<file path="src/rtl/mem_bus_ctrl_if.sv">
// mem_bus_ctrl_if: CPU request/response handshake plus mmu bus signals of the memory sequencer
interface mem_bus_ctrl_if;
  logic        REQ_VALID;
  logic        REQ_READY;
  logic        REQ_WE;
  logic [1:0]  REQ_SIZE;
  logic        REQ_SIGNED;
  logic [31:0] REQ_ADDR;
  logic [31:0] REQ_DATA;
  logic        RSP_VALID;
  logic [31:0] RSP_DATA;
  logic        RSP_FAULT;
  logic [31:0] MEM_ADDR;
  logic        MEM_N_OE;
  logic        MEM_N_WE;
  logic [31:0] MEM_WDATA;
  logic [31:0] MEM_RDATA;
  modport slave (
    input  REQ_VALID, REQ_WE, REQ_SIZE, REQ_SIGNED, REQ_ADDR, REQ_DATA, MEM_RDATA,
    output REQ_READY, RSP_VALID, RSP_DATA, RSP_FAULT, MEM_ADDR, MEM_N_OE, MEM_N_WE, MEM_WDATA
  );
  modport master (
    output REQ_VALID, REQ_WE, REQ_SIZE, REQ_SIGNED, REQ_ADDR, REQ_DATA, MEM_RDATA,
    input  REQ_READY, RSP_VALID, RSP_DATA, RSP_FAULT, MEM_ADDR, MEM_N_OE, MEM_N_WE, MEM_WDATA
  );
endinterface

</file>
<file path="src/rtl/mem_bus_ctrl.sv">
// mem_bus_ctrl: turns byte/half/word CPU loads and stores into word-aligned mmu cycles with read-modify-write for sub-word stores
module mem_bus_ctrl #(
  parameter logic [31:0] BOOT_ADDR = 32'h0
) (
  input logic          CLK,
  input logic          N_RST,
  mem_bus_ctrl_if.slave bus
);
  typedef enum logic [2:0] {IDLE, RD, RMW_RD, TURN, WR, WR_REL, RESP} state_t;
  state_t      r_state, w_next;
  logic [31:0] r_addr, r_wdata, r_rsp_data;
  logic [15:0] r_data;
  logic [1:0]  r_size;
  logic        r_signed, r_fault;
  logic        w_fault;
  logic [7:0]  w_byte;
  logic [15:0] w_half;
  logic [31:0] w_load, w_merge;
  assign w_fault = bus.REQ_SIZE == 2'd3 || (bus.REQ_SIZE == 2'd1 && bus.REQ_ADDR[0]) ||
                   (bus.REQ_SIZE == 2'd2 && |bus.REQ_ADDR[1:0]);
  // state register; reset abandons any access in flight
  always_ff @(posedge CLK)
    r_state <= N_RST ? IDLE : w_next;
  // next-state decode: requests branch from IDLE, every other state is a fixed one-cycle step
  always_comb begin
    w_next = r_state;
    case (r_state)
      IDLE:    if (bus.REQ_VALID) w_next = w_fault ? RESP : !bus.REQ_WE ? RD : bus.REQ_SIZE == 2'd2 ? WR : RMW_RD;
      RD:      w_next = RESP;
      RMW_RD:  w_next = TURN;
      TURN:    w_next = WR;
      WR:      w_next = WR_REL;
      WR_REL:  w_next = RESP;
      default: w_next = IDLE;
    endcase
  end
  // load lane select and extension, plus store-lane merge into the word just read
  always_comb begin
    w_byte  = bus.MEM_RDATA[{r_addr[1:0], 3'b000} +: 8];
    w_half  = r_addr[1] ? bus.MEM_RDATA[31:16] : bus.MEM_RDATA[15:0];
    w_load  = r_size == 2'd0 ? {{24{r_signed & w_byte[7]}}, w_byte} :
              r_size == 2'd1 ? {{16{r_signed & w_half[15]}}, w_half} : bus.MEM_RDATA;
    w_merge = bus.MEM_RDATA;
    if (r_size == 2'd0) w_merge[{r_addr[1:0], 3'b000} +: 8] = r_data[7:0];
    else w_merge[{r_addr[1], 4'b0000} +: 16] = r_data[15:0];
  end
  // request latch at accept, read capture at the end of RD, write data at accept or after the RMW read
  always_ff @(posedge CLK) begin
    if (N_RST) begin
      r_addr     <= BOOT_ADDR;
      r_data     <= 16'h0;
      r_size     <= 2'd0;
      r_signed   <= 1'b0;
      r_fault    <= 1'b0;
      r_wdata    <= 32'h0;
      r_rsp_data <= 32'h0;
    end else begin
      case (r_state)
        IDLE: if (bus.REQ_VALID) begin
          r_addr     <= bus.REQ_ADDR;
          r_data     <= bus.REQ_DATA[15:0];
          r_size     <= bus.REQ_SIZE;
          r_signed   <= bus.REQ_SIGNED;
          r_fault    <= w_fault;
          r_rsp_data <= 32'h0;
          if (!w_fault && bus.REQ_WE && bus.REQ_SIZE == 2'd2) r_wdata <= bus.REQ_DATA;
        end
        RD:      r_rsp_data <= w_load;
        RMW_RD:  r_wdata <= w_merge;
        default: ;
      endcase
    end
  end
  // outputs decode from registered state only, so the strobes can never overlap or glitch from inputs
  always_comb begin
    bus.REQ_READY = r_state == IDLE && !N_RST;
    bus.RSP_VALID = r_state == RESP;
    bus.RSP_DATA  = r_state == RESP ? r_rsp_data : 32'h0;
    bus.RSP_FAULT = r_state == RESP && r_fault;
    bus.MEM_ADDR  = r_state == IDLE ? BOOT_ADDR : {r_addr[31:2], 2'b00};
    bus.MEM_N_OE  = !(r_state == RD || r_state == RMW_RD);
    bus.MEM_N_WE  = r_state != WR;
    bus.MEM_WDATA = r_wdata;
  end
endmodule

</file>
<file path="src/flat_wrapper.sv">
// flat-port wrapper written by rule: the top's interface ports become plain ports
module mem_bus_ctrl_flat 
#(
  parameter logic [31:0] BOOT_ADDR = 32'h0
)
  (CLK, N_RST, bus_REQ_VALID, bus_REQ_WE, bus_REQ_SIZE, bus_REQ_SIGNED, bus_REQ_ADDR, bus_REQ_DATA, bus_MEM_RDATA, bus_REQ_READY, bus_RSP_VALID, bus_RSP_DATA, bus_RSP_FAULT, bus_MEM_ADDR, bus_MEM_N_OE, bus_MEM_N_WE, bus_MEM_WDATA);
  mem_bus_ctrl_if bus_i ();
  input logic CLK;
  input logic N_RST;
  input wire logic [$bits(bus_i.REQ_VALID)-1:0] bus_REQ_VALID;
  input wire logic [$bits(bus_i.REQ_WE)-1:0] bus_REQ_WE;
  input wire logic [$bits(bus_i.REQ_SIZE)-1:0] bus_REQ_SIZE;
  input wire logic [$bits(bus_i.REQ_SIGNED)-1:0] bus_REQ_SIGNED;
  input wire logic [$bits(bus_i.REQ_ADDR)-1:0] bus_REQ_ADDR;
  input wire logic [$bits(bus_i.REQ_DATA)-1:0] bus_REQ_DATA;
  input wire logic [$bits(bus_i.MEM_RDATA)-1:0] bus_MEM_RDATA;
  output wire logic [$bits(bus_i.REQ_READY)-1:0] bus_REQ_READY;
  output wire logic [$bits(bus_i.RSP_VALID)-1:0] bus_RSP_VALID;
  output wire logic [$bits(bus_i.RSP_DATA)-1:0] bus_RSP_DATA;
  output wire logic [$bits(bus_i.RSP_FAULT)-1:0] bus_RSP_FAULT;
  output wire logic [$bits(bus_i.MEM_ADDR)-1:0] bus_MEM_ADDR;
  output wire logic [$bits(bus_i.MEM_N_OE)-1:0] bus_MEM_N_OE;
  output wire logic [$bits(bus_i.MEM_N_WE)-1:0] bus_MEM_N_WE;
  output wire logic [$bits(bus_i.MEM_WDATA)-1:0] bus_MEM_WDATA;
  assign bus_i.REQ_VALID = bus_REQ_VALID;
  assign bus_i.REQ_WE = bus_REQ_WE;
  assign bus_i.REQ_SIZE = bus_REQ_SIZE;
  assign bus_i.REQ_SIGNED = bus_REQ_SIGNED;
  assign bus_i.REQ_ADDR = bus_REQ_ADDR;
  assign bus_i.REQ_DATA = bus_REQ_DATA;
  assign bus_i.MEM_RDATA = bus_MEM_RDATA;
  assign bus_REQ_READY = bus_i.REQ_READY;
  assign bus_RSP_VALID = bus_i.RSP_VALID;
  assign bus_RSP_DATA = bus_i.RSP_DATA;
  assign bus_RSP_FAULT = bus_i.RSP_FAULT;
  assign bus_MEM_ADDR = bus_i.MEM_ADDR;
  assign bus_MEM_N_OE = bus_i.MEM_N_OE;
  assign bus_MEM_N_WE = bus_i.MEM_N_WE;
  assign bus_MEM_WDATA = bus_i.MEM_WDATA;
  mem_bus_ctrl #(.BOOT_ADDR(BOOT_ADDR)) u_core (.CLK(CLK), .N_RST(N_RST), .bus(bus_i));
endmodule
</file>
<file path="config.mk">
export PLATFORM = sky130hd
export DESIGN_NAME = mem_bus_ctrl_flat
export DESIGN_NICKNAME = d
export VERILOG_FILES = /design/src/rtl/mem_bus_ctrl_if.sv /design/src/rtl/mem_bus_ctrl.sv /design/src/flat_wrapper.sv
export SDC_FILE = /design/constraint.sdc
export NUM_CORES = 1
export LEC_CHECK = 0
export ABC_AREA = 1
export BUFFER_PORTS_ARGS = -buffer_cell sky130_fd_sc_hd__clkbuf_2
export CAP_MARGIN = 20
export CORE_MARGIN = 3
export CORE_UTILIZATION = 31
export CTS_BUF_LIST = sky130_fd_sc_hd__clkbuf_4 sky130_fd_sc_hd__clkbuf_8
export CTS_CLUSTER_SIZE = 25
export DETAILED_ROUTE_END_ITERATION = 16
export PLACE_DENSITY = 0.63
export SYNTH_ARGS = -nofsm -noshare
export SYNTH_HDL_FRONTEND = slang
export SYNTH_SLANG_ARGS = --single-unit
</file>
<file path="constraint.sdc">
create_clock -name CLK -period 3.1 [get_ports CLK]
set_clock_uncertainty 0.05 [all_clocks]
set_input_delay 0.62 -clock CLK [delete_from_list [all_inputs] [get_ports CLK]]
set_output_delay 0.62 -clock CLK [all_outputs]
set_load 0.02 [all_outputs]
</file>
== Yosys cells after proc, flatten, opt, wreduce, memory -nomap -nowiden ==
Index checks and enable logic that the tools add are counted.

* Output and inout port bits: 101
* Flip-flop bits (word level): 119
* Memories kept: 0
* Logic and storage cells: 69
* Latch bits: 0
* Bits in read-only memories: 0
* Memory bits (writable): 0

* Multiply operators: 0
* Bitwise operators: 2
* Div/mod/pow operators: 0
* $add $sub $neg: 2
* Shifts and indexed selects: 5
* Equality and inequality tests: 13
* Reduce and logical (&&, ||, !) cells: 21
* Magnitude comparators: 0
* Multiplexer cells: 18

{| class="wikitable"
|+ Operator list
! cell !! number
|-
| 2-to-1 mux 32 bit || 8
|-
| one-hot mux 32 bit (2 select lines) || 2
|-
| bitwise mux 32 bit || 2
|-
| variable shift 16 x 7 -> 32 bit, first input constant || 1
|-
| variable shift 8 x 7 -> 32 bit, first input constant || 1
|-
| indexed part select 16 x 7 -> 32 bit || 1
|-
| indexed part select 32 x 6 -> 8 bit || 1
|-
| indexed part select 8 x 7 -> 32 bit || 1
|-
| 2-to-1 mux 16 bit || 1
|-
| one-hot mux 3 bit (5 select lines) || 1
|-
| negator 5 -> 7 bit || 2
|-
| 2-to-1 mux 3 bit || 4
|-
| equality test 3 bit, second input constant || 3
|-
| equality test 3 x 2 -> 1 bit, second input constant || 2
|-
| logical AND 1 bit || 6
|-
| equality test 2 x 1 -> 1 bit, second input constant || 2
|-
| equality test 2 bit, second input constant || 2
|-
| AND reduction 2 bit || 2
|-
| nonzero test 2 bit || 2
|-
| OR reduction 2 bit || 2
|-
| equality test 3 x 1 -> 1 bit, second input constant || 1
|-
| zero test 1 bit || 3
|-
| zero test 3 bit || 1
|-
| logical OR 1 bit || 3
|-
| other kinds (6) || 7
|}

== Longest topological paths before layout ==
Gate-level depths: netlist of the first run.

* Depth in word-level cells: 10
* Gate-level depth with buffers: 13
* Depth with buffers taken out: 11

== Least setup slack after synthesis of the first run ==
Ideal clock, no wire load.

* Path kind: reg2out
* Start point: reg u_core.r_state[2]
* End point: out bus_RSP_DATA[10]
* Required time: 2.430 ns
* Path slack: 0.943 ns
* Arrival: 1.487 ns
* Cell stages (with the launch flop): 6
* Path buffers: 1
* Cell sequence: dfxtp_1 > nand2_1 > nor2_1 > inv_1 > buf_1 > nor2_1

* Cells in the longest elaborated chain, start to end: 2

{| class="wikitable"
|+ RTL lines
! what !! line !! RTL
|-
| from (decl) || mem_bus_ctrl.sv:10 || <nowiki>state_t r_state, w_next;</nowiki>
|-
| from (signal assigned) || mem_bus_ctrl.sv:23 || <nowiki>r_state <= N_RST ? IDLE : w_next;</nowiki>
|-
| equality test 3 bit || -- ||
|-
| via bus_RSP_VALID || flat_wrapper.sv:18 || <nowiki>output wire logic [$bits(bus_i.RSP_VALID)-1:0] bus_RSP_VALID;</nowiki>
|-
| 2-to-1 mux 32 bit || mem_bus_ctrl.sv:78 || <nowiki>bus.RSP_DATA = r_state == RESP ? r_rsp_data : 32'h0;</nowiki>
|-
| to (decl) || flat_wrapper.sv:19 || <nowiki>output wire logic [$bits(bus_i.RSP_DATA)-1:0] bus_RSP_DATA;</nowiki>
|}

The timed path passes the listed nets, and every way through them passes these cells.

== Final worst setup path of the first run ==
* Start point: reg u_core.r_state[2]
* End point: out bus_RSP_DATA[23]

* Cells in the longest elaborated chain, start to end: 2

{| class="wikitable"
|+ RTL lines
! what !! line
|-
| equality test 3 bit || mem_bus_ctrl.sv:78
|-
| 2-to-1 mux 32 bit || mem_bus_ctrl.sv:78
|}

Every way passes these cells.

==> impl_results.html, run 1 <==
<table>
<tr><th>Metric</th><th>Value</th></tr>
<tr><th colspan="2">Outcome</th></tr>
<tr><td>Result of the run</td><td>completed</td></tr>
<tr><th colspan="2">CTS</th></tr>
<tr><td>Clock Tree Root</td><td>sky130_fd_sc_hd__clkbuf_8</td></tr>
<tr><td>Sink Count</td><td>119</td></tr>
<tr><td>TritonCTS clock tree</td><td>yes</td></tr>
<tr><td>Buffer count from post-CTS setup fixing</td><td>0</td></tr>
<tr><td>Resize count post-CTS</td><td>0</td></tr>
<tr><td>Clk Latency, worst-skew pair</td><td>0.47 ns</td></tr>
<tr><td>Number of buffers added by the clock tree synthesis step</td><td>17</td></tr>
<tr><td>H-tree Lvls</td><td>4</td></tr>
<tr><td>Post-cts hold buffer count</td><td>0</td></tr>
<tr><td>Clock-pin slew on the worst setup and hold paths</td><td>0.08 ns</td></tr>
<tr><td>Longest Clk Path Bufs</td><td>2</td></tr>
<tr><th colspan="2">Worst setup path</th></tr>
<tr><td>Kind of end point of the critical path</td><td>primary output</td></tr>
<tr><td>Data required time of the worst path</td><td>2.43 ns</td></tr>
<tr><td>Type of the setup path with the least slack</td><td>reg -&gt; out</td></tr>
<tr><td>Number of cell instances on the worst register-to-register path</td><td>11</td></tr>
<tr><td>Maximum fanout along the worst path</td><td>33</td></tr>
<tr><td>Arrival time worst endpoint</td><td>1.77 ns</td></tr>
<tr><td>Setup crit start kind</td><td>flip-flop</td></tr>
<tr><th colspan="2">Synth</th></tr>
<tr><td>Total number of yosys warnings</td><td>0</td></tr>
<tr><td>Number of instances in the synthesized netlist</td><td>1321</td></tr>
<tr><td>Avg Cell Area, Syn</td><td>5.78 sq um</td></tr>
<tr><td>Cell area after synthesis</td><td>0.00763 sq mm</td></tr>
<tr><td>Arithmetic-cell share of the synthesized area counting full adders, half adders and majority gates</td><td>0.820%</td></tr>
<tr><td>Multiplexer area fraction after synthesis</td><td>0%</td></tr>
<tr><td>Number of distinct standard cells referenced by the synthesized netlist</td><td>28</td></tr>
<tr><td>Post-synthesis compound-gate area fraction</td><td>11.5%</td></tr>
<tr><td>Fraction of the mapped netlist area in simple logic gates</td><td>42.8%</td></tr>
<tr><td>Xor/xnor share of the synthesized area</td><td>0%</td></tr>
<tr><td>Portion of the post-synthesis area used by sequential elements</td><td>31.2%</td></tr>
<tr><td>Main combinational cell family by area after synthesis</td><td>simple AND/OR/NAND/NOR gates</td></tr>
<tr><td>Number of register bits inferred by synthesis</td><td>119</td></tr>
<tr><th colspan="2">Worst hold path</th></tr>
<tr><td>Path class of the lowest-slack min-delay path</td><td>in -&gt; reg</td></tr>
<tr><td>Number of cells on the worst hold path</td><td>3</td></tr>
<tr><th colspan="2">Cells and area</th></tr>
<tr><td>Syn-to-layout area delta</td><td>19.6%</td></tr>
<tr><td>Finished Cell Area</td><td>0.00913 sq mm</td></tr>
<tr><td>Number of inserted diodes</td><td>0</td></tr>
<tr><td>Number of standard cells in the final layout excluding fillers</td><td>1807</td></tr>
<tr><td>Number of nets at the end of the flow</td><td>1583</td></tr>
<tr><td>Commonest cells after routing, fill and taps aside</td><td>sky130_fd_sc_hd__nand2_1 (406), sky130_fd_sc_hd__nor2_1 (213), sky130_fd_sc_hd__clkbuf_2 (201)</td></tr>
<tr><td>Layout fillers</td><td>2686</td></tr>
<tr><td>Most common cell after layout, fill and taps aside</td><td>sky130_fd_sc_hd__nand2_1</td></tr>
<tr><td>Layout cell share with drive strength beyond 1</td><td>18.3%</td></tr>
<tr><th colspan="2">Global routing</th></tr>
<tr><td>GRT met3 Usage</td><td>5.44%</td></tr>
<tr><td>GR peak layer</td><td>met2</td></tr>
<tr><td>Largest net degree at the start of global routing</td><td>88</td></tr>
<tr><td>M2 GR Usage</td><td>33.3%</td></tr>
<tr><td>Global-route wire length before repair</td><td>42200 microns</td></tr>
<tr><td>Total grt overflow</td><td>0</td></tr>
<tr><td>Gr usage total</td><td>20.1%</td></tr>
<tr><td>Number of antenna violations at the first check in global routing</td><td>0</td></tr>
<tr><td>Global routing usage on met1</td><td>25.3%</td></tr>
<tr><td>Vias in the first global route</td><td>8002</td></tr>
<tr><th colspan="2">Routing</th></tr>
<tr><td>Post-detailed-route wirelength per cell</td><td>15.0 microns</td></tr>
<tr><td>Total Wirelength</td><td>27100 microns</td></tr>
<tr><td>Count of TritonRoute iterations in the first routing pass</td><td>5</td></tr>
<tr><td>Antenna-violating nets left</td><td>0</td></tr>
<tr><td>Via-to-Cell Ratio</td><td>4.76</td></tr>
<tr><td>Final routed DRC violation total</td><td>0</td></tr>
<tr><td>Initial DRC count</td><td>816</td></tr>
<tr><td>Vias after detailed routing</td><td>8595</td></tr>
<tr><th colspan="2">Placement</th></tr>
<tr><td>Number of input and output port buffers inserted</td><td>201</td></tr>
<tr><td>Routability Congestion</td><td>0.918</td></tr>
<tr><td>DP Wirelength</td><td>20000 microns</td></tr>
<tr><td>Area after detailed placement</td><td>0.00874 sq mm</td></tr>
<tr><td>Total instance count after detailed placement</td><td>1775</td></tr>
<tr><td>Worst slack, placed</td><td>0.867 ns</td></tr>
<tr><th colspan="2">Flow run</th></tr>
<tr><td>Maximum Capacitance Violations</td><td>0</td></tr>
<tr><th colspan="2">Die</th></tr>
<tr><td>Area of the die</td><td>0.0265 sq mm</td></tr>
<tr><td>Horizontal die dimension</td><td>163 microns</td></tr>
<tr><td>Effective utilization at floorplan</td><td>32.0%</td></tr>
<tr><td>Total I/O pin count</td><td>204</td></tr>
<tr><td>Area of the core</td><td>0.0238 sq mm</td></tr>
<tr><td>Number of core rows</td><td>56</td></tr>
<tr><td>Height of the die</td><td>163 microns</td></tr>
<tr><th colspan="2">Timing</th></tr>
<tr><td>Period utilisation layout</td><td>78.8%</td></tr>
<tr><td>Setup repair after global routing missed its margin</td><td>no</td></tr>
<tr><td>Final critical path time including I/O delays and setup</td><td>2.44 ns</td></tr>
<tr><td>Maximum operating frequency</td><td>409 MHz</td></tr>
<tr><td>Final worst-path setup slack</td><td>0.657 ns</td></tr>
<tr><td>Sum of negative setup slack</td><td>0 ns</td></tr>
<tr><td>Number of setup violations in the final report</td><td>0</td></tr>
<tr><td>Relative slew slack</td><td>47.3%</td></tr>
<tr><td>Slew Limit Fails</td><td>0</td></tr>
<tr><td>Number of hold violations in the final report</td><td>0</td></tr>
<tr><td>Least-Margin Pin Slew</td><td>0.790 ns</td></tr>
<tr><th colspan="2">Power and ir drop</th></tr>
<tr><td>Static leakage</td><td>4.54 nW</td></tr>
<tr><td>Peak supply drop</td><td>0.403 mV</td></tr>
<tr><td>Power per cell area</td><td>902 mW/mm^2</td></tr>
</table>
cell usage after synthesis:
cell type	instances	share of area (%)
sky130_fd_sc_hd__nand3_2	1	0.13
sky130_fd_sc_hd__nor3_2	1	0.13
sky130_fd_sc_hd__buf_4	9	0.89
sky130_fd_sc_hd__nand2_1	406	20
sky130_fd_sc_hd__a21oi_1	101	6.6
sky130_fd_sc_hd__a21oi_4	1	0.21
sky130_fd_sc_hd__nand3_1	114	7.5
sky130_fd_sc_hd__nand3_4	1	0.23
sky130_fd_sc_hd__conb_1	1	0.049
sky130_fd_sc_hd__clkinv_1	2	0.098
sky130_fd_sc_hd__buf_2	40	2.6
sky130_fd_sc_hd__ha_1	5	0.82
sky130_fd_sc_hd__o211ai_1	1	0.098
sky130_fd_sc_hd__o21ai_0	68	4.5
sky130_fd_sc_hd__buf_6	5	0.74
sky130_fd_sc_hd__buf_1	6	0.30
sky130_fd_sc_hd__a31oi_1	1	0.082
sky130_fd_sc_hd__nor2_1	213	10
sky130_fd_sc_hd__and2_1	1	0.082
sky130_fd_sc_hd__dfxtp_1	119	31
sky130_fd_sc_hd__inv_1	151	7.4
sky130_fd_sc_hd__nand2_4	1	0.15
sky130_fd_sc_hd__nor2_4	4	0.59
sky130_fd_sc_hd__clkbuf_1	23	1.1
sky130_fd_sc_hd__inv_2	9	0.44
sky130_fd_sc_hd__nand3b_1	33	3.2
sky130_fd_sc_hd__nand2_2	2	0.16
sky130_fd_sc_hd__nor2_2	2	0.16
logic make-up after synthesis:
logic type	after synthesis
AND/OR/NAND/NOR	779
AO/OA/AOI/OAI	172
adder cells (fa/ha/maj)	5
other	1
buffers and inverters	245
flip-flops	119
sequential cells by signal (all words and copies together) (netlist names):
name / count
u_core.bus.MEM_WDATA: 32
u_core.r_addr: 32
u_core.r_rsp_data: 32
u_core.r_data: 16
u_core.r_state: 3
u_core.r_size: 2
u_core.r_fault: 1
u_core.r_signed: 1
worst paths after layout:
check | startpoint | to | slack, ns
setup reg to reg | u_core.r_addr[1]$_SDFFE_PP0P_ | u_core.bus.MEM_WDATA[15]$_SDFFE_PP0P_ | 0.80
hold reg to reg | u_core.r_addr[25]$_SDFFE_PP0P_ | u_core.r_addr[25]$_SDFFE_PP0P_ | 0.40
hold / removal | bus_REQ_DATA[12] | u_core.r_data[12]$_SDFFE_PP0P_ | 0.36
setup / recovery | u_core.r_state[2]$_SDFFE_PP0P_ | bus_RSP_DATA[23] | 0.66
final cells by class:
| cell class | instances | area [sq um] | share of cell area [%] |
|---|---|---|---|
| Multi-Input combinational cell | 958 | 4210 | 46.1 |
| Sequential cell | 119 | 2380 | 26.1 |
| Timing Repair Buffer | 217 | 1140 | 12.5 |
| Inverter | 162 | 608 | 6.66 |
| Tap cell | 319 | 399 | 4.37 |
| Clock buffer | 18 | 248 | 2.71 |
| Clock inverter | 14 | 139 | 1.52 |
through the flow:
| step | hold WS [ns] | total power, W | util [%] |
|---|---|---|---|
| after global routing | 0.346 | 0.00894 | 38.3 |
| after global placement | 0.390 | 0.00677 | 36.7 |
| final | 0.363 | 0.00823 | 38.3 |
| after CTS | 0.333 | 0.00827 | 38.3 |
| after floorplan | 0.379 | 0.00567 | - |
| after detailed placement | 0.395 | 0.00679 | 36.7 |
report_power, final:
part | switching, W | internal, W | leakage (nW)
clock network | 0.000773 | 0.000678 | 0.195
logic | 0.00304 | 0.00136 | 3.37
registers | 0.000347 | 0.00203 | 0.976
total | 0.00416 | 0.00407 | 4.54
per-layer routing:
| metal | routed length [microns] | up-vias |
|---|---|---|
| met3 | 2160 | 51 |
| met4 | 730 | 0 |
| met1 | 11700 | 3850 |
| li1 | - | 4383 |
| met2 | 12600 | 311 |
| met5 | 0 | - |
worst max-delay path, cell delays in order, from the launching register on:
cell and delay [ns]:
sky130_fd_sc_hd__dfxtp_1 0.41, sky130_fd_sc_hd__nand2_1 0.12, sky130_fd_sc_hd__nor2_1 0.15, sky130_fd_sc_hd__inv_1 0.06, sky130_fd_sc_hd__buf_4 0.22, sky130_fd_sc_hd__nor2_1 0.17, sky130_fd_sc_hd__clkbuf_2 0.19
(Power assumes the default switching activity.)
==> run 2, diff against run 1 <==
--- a/config.mk
+++ b/config.mk
@@ -5,7 +5,7 @@
 export SDC_FILE = /design/constraint.sdc
 export NUM_CORES = 1
 export LEC_CHECK = 0
-export ABC_AREA = 1
+export ABC_AREA = 0
 export BUFFER_PORTS_ARGS = -buffer_cell sky130_fd_sc_hd__clkbuf_2
 export CAP_MARGIN = 20
 export CORE_MARGIN = 3
@@ -13,7 +13,7 @@
 export CTS_BUF_LIST = sky130_fd_sc_hd__clkbuf_4 sky130_fd_sc_hd__clkbuf_8
 export CTS_CLUSTER_SIZE = 25
 export DETAILED_ROUTE_END_ITERATION = 16
-export PLACE_DENSITY = 0.63
+export PLACE_DENSITY = 0.64
 export SYNTH_ARGS = -nofsm -noshare
 export SYNTH_HDL_FRONTEND = slang
 export SYNTH_SLANG_ARGS = --single-unit
==> constraint.sdc (replaced) <==
create_clock -name CLK -period 2.38 [get_ports CLK]
set_clock_uncertainty 0.05 [all_clocks]
set_input_delay 0.476 -clock CLK [delete_from_list [all_inputs] [get_ports CLK]]
set_output_delay 0.476 -clock CLK [all_outputs]
set_load 0.02 [all_outputs]
==> impl_results.html, run 2 <==
<table>
<tr><th>Metric</th><th>Value</th></tr>
<tr><th colspan="2">Outcome</th></tr>
<tr><td>Result of the run</td><td>completed</td></tr>
<tr><th colspan="2">Synth</th></tr>
<tr><td>Asr flop ratio synth</td><td>0%</td></tr>
<tr><td>Portion of the post-synthesis area used by sequential elements</td><td>36.2%</td></tr>
<tr><td>Fraction of synthesized cell area taken by the top area cell type</td><td>36.2%</td></tr>
<tr><td>Area contributors post-synth</td><td>sky130_fd_sc_hd__dfxtp_1 (36%), sky130_fd_sc_hd__nand2_1 (9.2%), sky130_fd_sc_hd__mux2i_1 (5.0%), sky130_fd_sc_hd__a21oi_1 (4.3%), sky130_fd_sc_hd__a311oi_1 (4.3%)</td></tr>
<tr><td>Total number of yosys warnings</td><td>0</td></tr>
<tr><td>Dominant cell type by area after synthesis</td><td>sky130_fd_sc_hd__dfxtp_1</td></tr>
<tr><td>Number of instances in the synthesized netlist</td><td>796</td></tr>
<tr><td>Number of enable-type register cells in the synthesized netlist</td><td>0</td></tr>
<tr><td>Avg Cell Area, Syn</td><td>8.27 sq um</td></tr>
<tr><td>Cell area after synthesis</td><td>0.00659 sq mm</td></tr>
<tr><td>Flip-flop cell with the highest count after synthesis</td><td>sky130_fd_sc_hd__dfxtp_1</td></tr>
<tr><td>Number of register bits inferred by synthesis</td><td>119</td></tr>
<tr><td>Commonest cells post-synth</td><td>sky130_fd_sc_hd__nand2_1 (161), sky130_fd_sc_hd__dfxtp_1 (119), sky130_fd_sc_hd__clkbuf_1 (61)</td></tr>
<tr><td>Number of distinct standard cells referenced by the synthesized netlist</td><td>49</td></tr>
<tr><td>Most numerous cell in the Yosys netlist</td><td>sky130_fd_sc_hd__nand2_1</td></tr>
<tr><th colspan="2">Die</th></tr>
<tr><td>Height of the die</td><td>152 microns</td></tr>
<tr><td>Area of the die</td><td>0.0230 sq mm</td></tr>
<tr><td>Effective utilization at floorplan</td><td>32.0%</td></tr>
<tr><td>Number of core rows</td><td>52</td></tr>
<tr><td>Total I/O pin count</td><td>204</td></tr>
<tr><td>Area of the core</td><td>0.0206 sq mm</td></tr>
<tr><td>Horizontal die dimension</td><td>152 microns</td></tr>
<tr><th colspan="2">Timing</th></tr>
<tr><td>Final worst-path setup slack</td><td>0.108 ns</td></tr>
<tr><td>Least-Margin Pin Slew</td><td>1.01 ns</td></tr>
<tr><td>Relative slew slack</td><td>32.1%</td></tr>
<tr><td>Sum of negative setup slack</td><td>0 ns</td></tr>
<tr><td>Final critical path time including I/O delays and setup</td><td>2.27 ns</td></tr>
<tr><td>Number of hold violations in the final report</td><td>0</td></tr>
<tr><td>Maximum operating frequency</td><td>440 MHz</td></tr>
<tr><td>Period utilisation layout</td><td>95.5%</td></tr>
<tr><td>Slew Limit Fails</td><td>0</td></tr>
<tr><td>Number of setup violations in the final report</td><td>0</td></tr>
<tr><td>Setup repair after global routing missed its margin</td><td>no</td></tr>
<tr><th colspan="2">Routing</th></tr>
<tr><td>Post-detailed-route wirelength per cell</td><td>18.7 microns</td></tr>
<tr><td>Total Wirelength</td><td>23300 microns</td></tr>
<tr><td>Count of TritonRoute iterations in the first routing pass</td><td>5</td></tr>
<tr><td>Initial DRC count</td><td>515</td></tr>
<tr><td>Vias after detailed routing</td><td>6688</td></tr>
<tr><td>Final routed DRC violation total</td><td>0</td></tr>
<tr><td>Antenna-violating nets left</td><td>0</td></tr>
<tr><td>Via-to-Cell Ratio</td><td>5.37</td></tr>
<tr><th colspan="2">Worst hold path</th></tr>
<tr><td>Number of cells on the worst hold path</td><td>3</td></tr>
<tr><td>Path class of the lowest-slack min-delay path</td><td>in -&gt; reg</td></tr>
<tr><td>Destination of the worst hold path</td><td>u_core.r_addr[6]$_SDFFE_PP0P_</td></tr>
<tr><td>Hold path startpoint</td><td>bus_REQ_ADDR[6]</td></tr>
<tr><th colspan="2">CTS</th></tr>
<tr><td>Post-cts hold buffer count</td><td>0</td></tr>
<tr><td>TritonCTS clock tree</td><td>yes</td></tr>
<tr><td>Clock Tree Root</td><td>sky130_fd_sc_hd__clkbuf_8</td></tr>
<tr><td>H-tree Lvls</td><td>4</td></tr>
<tr><td>Clk Latency, worst-skew pair</td><td>0.46 ns</td></tr>
<tr><td>Longest Clk Path Bufs</td><td>2</td></tr>
<tr><td>Buffer count from post-CTS setup fixing</td><td>0</td></tr>
<tr><td>Number of buffers added by the clock tree synthesis step</td><td>17</td></tr>
<tr><td>Sink Count</td><td>119</td></tr>
<tr><td>Clock-pin slew on the worst setup and hold paths</td><td>0.07 ns</td></tr>
<tr><th colspan="2">Cells and area</th></tr>
<tr><td>Number of nets at the end of the flow</td><td>1071</td></tr>
<tr><td>Area occupied by multi-input gates</td><td>0.00381 sq mm</td></tr>
<tr><td>Storage cell area</td><td>0.00239 sq mm</td></tr>
<tr><td>Syn-to-layout area delta</td><td>25.8%</td></tr>
<tr><td>Number of standard cells in the final layout excluding fillers</td><td>1245</td></tr>
<tr><td>Layout fillers</td><td>2151</td></tr>
<tr><td>Commonest cells after routing, fill and taps aside</td><td>sky130_fd_sc_hd__clkbuf_2 (200), sky130_fd_sc_hd__nand2_1 (161), sky130_fd_sc_hd__dfxtp_1 (115)</td></tr>
<tr><td>Layout cell share with drive strength beyond 1</td><td>29.5%</td></tr>
<tr><td>Most common cell after layout, fill and taps aside</td><td>sky130_fd_sc_hd__clkbuf_2</td></tr>
<tr><th colspan="2">Worst setup path</th></tr>
<tr><td>Arrival time worst endpoint</td><td>1.75 ns</td></tr>
<tr><td>Data required time of the worst path</td><td>1.85 ns</td></tr>
<tr><td>Critical R2R Launch</td><td>u_core.r_addr[0]$_SDFFE_PP0P_</td></tr>
<tr><td>Critical-path cell with the highest stage delay</td><td>sky130_fd_sc_hd__dfxtp_2</td></tr>
<tr><td>Slowest cell delay on critical path</td><td>0.36 ns</td></tr>
<tr><td>Number of cell instances on the worst register-to-register path</td><td>6</td></tr>
<tr><td>Type of the setup path with the least slack</td><td>reg -&gt; out</td></tr>
<tr><td>CP cell instances</td><td>buf_4 &gt; nor2b_2 &gt; buf_12 &gt; and3_1 &gt; clkbuf_2</td></tr>
<tr><td>WP buf/inv</td><td>3</td></tr>
<tr><td>Endpoint of the most critical register-to-register path</td><td>u_core.bus.MEM_WDATA[23]$_SDFFE_PP0P_</td></tr>
<tr><td>Setup crit start kind</td><td>flip-flop</td></tr>
<tr><td>Kind of end point of the critical path</td><td>primary output</td></tr>
<tr><td>Reg2Reg Setup Slack</td><td>0.20 ns</td></tr>
<tr><td>Maximum fanout along the worst path</td><td>35</td></tr>
<tr><td>Number of logic stages on the critical path including buffering</td><td>5</td></tr>
<tr><td>Cell type group with the largest total delay on the critical path</td><td>buffers and inverters</td></tr>
<tr><th colspan="2">Global routing</th></tr>
<tr><td>Total grt overflow</td><td>0</td></tr>
<tr><td>Global-route wire length before repair</td><td>35400 microns</td></tr>
<tr><td>Number of antenna violations at the first check in global routing</td><td>0</td></tr>
<tr><td>Gr usage total</td><td>19.9%</td></tr>
<tr><td>Vias in the first global route</td><td>6327</td></tr>
<tr><td>Largest net degree at the start of global routing</td><td>54</td></tr>
<tr><th colspan="2">Placement</th></tr>
<tr><td>Routability Congestion</td><td>0.915</td></tr>
<tr><td>DP Wirelength</td><td>16800 microns</td></tr>
<tr><td>Worst slack, placed</td><td>0.189 ns</td></tr>
<tr><td>Total instance count after detailed placement</td><td>1214</td></tr>
<tr><td>Number of input and output port buffers inserted</td><td>201</td></tr>
<tr><th colspan="2">Power and ir drop</th></tr>
<tr><td>Power per cell area</td><td>767 mW/mm^2</td></tr>
<tr><td>Static leakage</td><td>3.47 nW</td></tr>
<tr><td>Total power draw</td><td>0.00636 W</td></tr>
<tr><td>Peak supply drop</td><td>0.389 mV</td></tr>
<tr><th colspan="2">Flow run</th></tr>
<tr><td>Maximum Capacitance Violations</td><td>0</td></tr>
</table>
## run 2: metal layers
layer / vias to the layer above / wire [microns] / GRT usage [%]
met5: - / 0 / 0
met3: 43 / 2050 / 6.42
met2: 269 / 11000 / 32.6
met4: 0 / 681 / 8.09
met1: 3113 / 9580 / 24.2
li1: 3263 / - / -
## run 2: power by group
part | total, W | internal, W | leakage, nW | switching [W]
registers | 0.00238 | 0.00222 | 0.972 | 0.000162
logic | 0.00207 | 0.000787 | 2.30 | 0.00128
clock network | 0.00190 | 0.00104 | 0.196 | 0.000867
## run 2: worst max-delay path by stage
| stage | start | endpoint | slack (ns) |
|---|---|---|---|
| 4_1_cts | u_core.r_state[0]$_SDFFE_PP0P_ | bus_MEM_N_OE | 0.02 |
| 5_1_grt | u_core.r_state[0]$_SDFFE_PP0P_ | bus_MEM_ADDR[20] | 0.001 |
| 2_1_floorplan | u_core.r_addr[1]$_SDFFE_PP0P_ | u_core.bus.MEM_WDATA[3]$_SDFFE_PP0P_ | 0.01 |
| 6_report | u_core.r_state[0]$_SDFFE_PP0P_ | bus_RSP_DATA[6] | 0.11 |
| 3_5_place_dp | N_RST | u_core.r_rsp_data[18]$_SDFFE_PP0P_ | 0.19 |
| 3_3_place_gp | N_RST | u_core.r_rsp_data[16]$_SDFFE_PP0P_ | 0.23 |
## run 2: what timing repair did
item                       4_1_cts  5_1_grt
gates resized for setup          5        5
hold endpoints to repair         0        0
setup endpoints to repair       34        7
## run 2: cell type report
class,instances,share of cell area [%]
Tap cell,270,4.08
Clock inverter,8,1.18
Clock buffer,22,3.58
Antenna cell,1,0.0302
Timing Repair Buffer,233,15.7
Sequential cell,119,28.8
Multi-Input combinational cell,578,46.0
Inverter,14,0.634
## run 2: stage by stage
stage,utilization [%],cell area [sq um],hold WS [ns]
final,40.3,8290,0.181
after global routing,40.3,8280,0.152
after CTS,40.2,8270,0.150
after detailed placement,38.2,7860,0.392
after global placement,38.2,7860,0.387
after floorplan,-,6610,0.374
## run 2: kinds of logic after synthesis
group                      count (synthesis)  synth area share [%]
muxes                                     41                  7.75
DFF                                      119                  36.2
and+or+nand+nor                          313                  23.0
buffers and inverters                    100                  6.34
other                                      1                0.0569
adders and majority gates                  5                 0.950
AOI/OAI and AO/OA                        217                  25.7
## run 2: tightest hold or removal path, delay by kind of cell
kind | cells | cell delay [ns]
buffers and inverters | 1 | 0.08
AO/OA/AOI/OAI | 1 | 0.05
AND/OR/NAND/NOR | 1 | 0.04
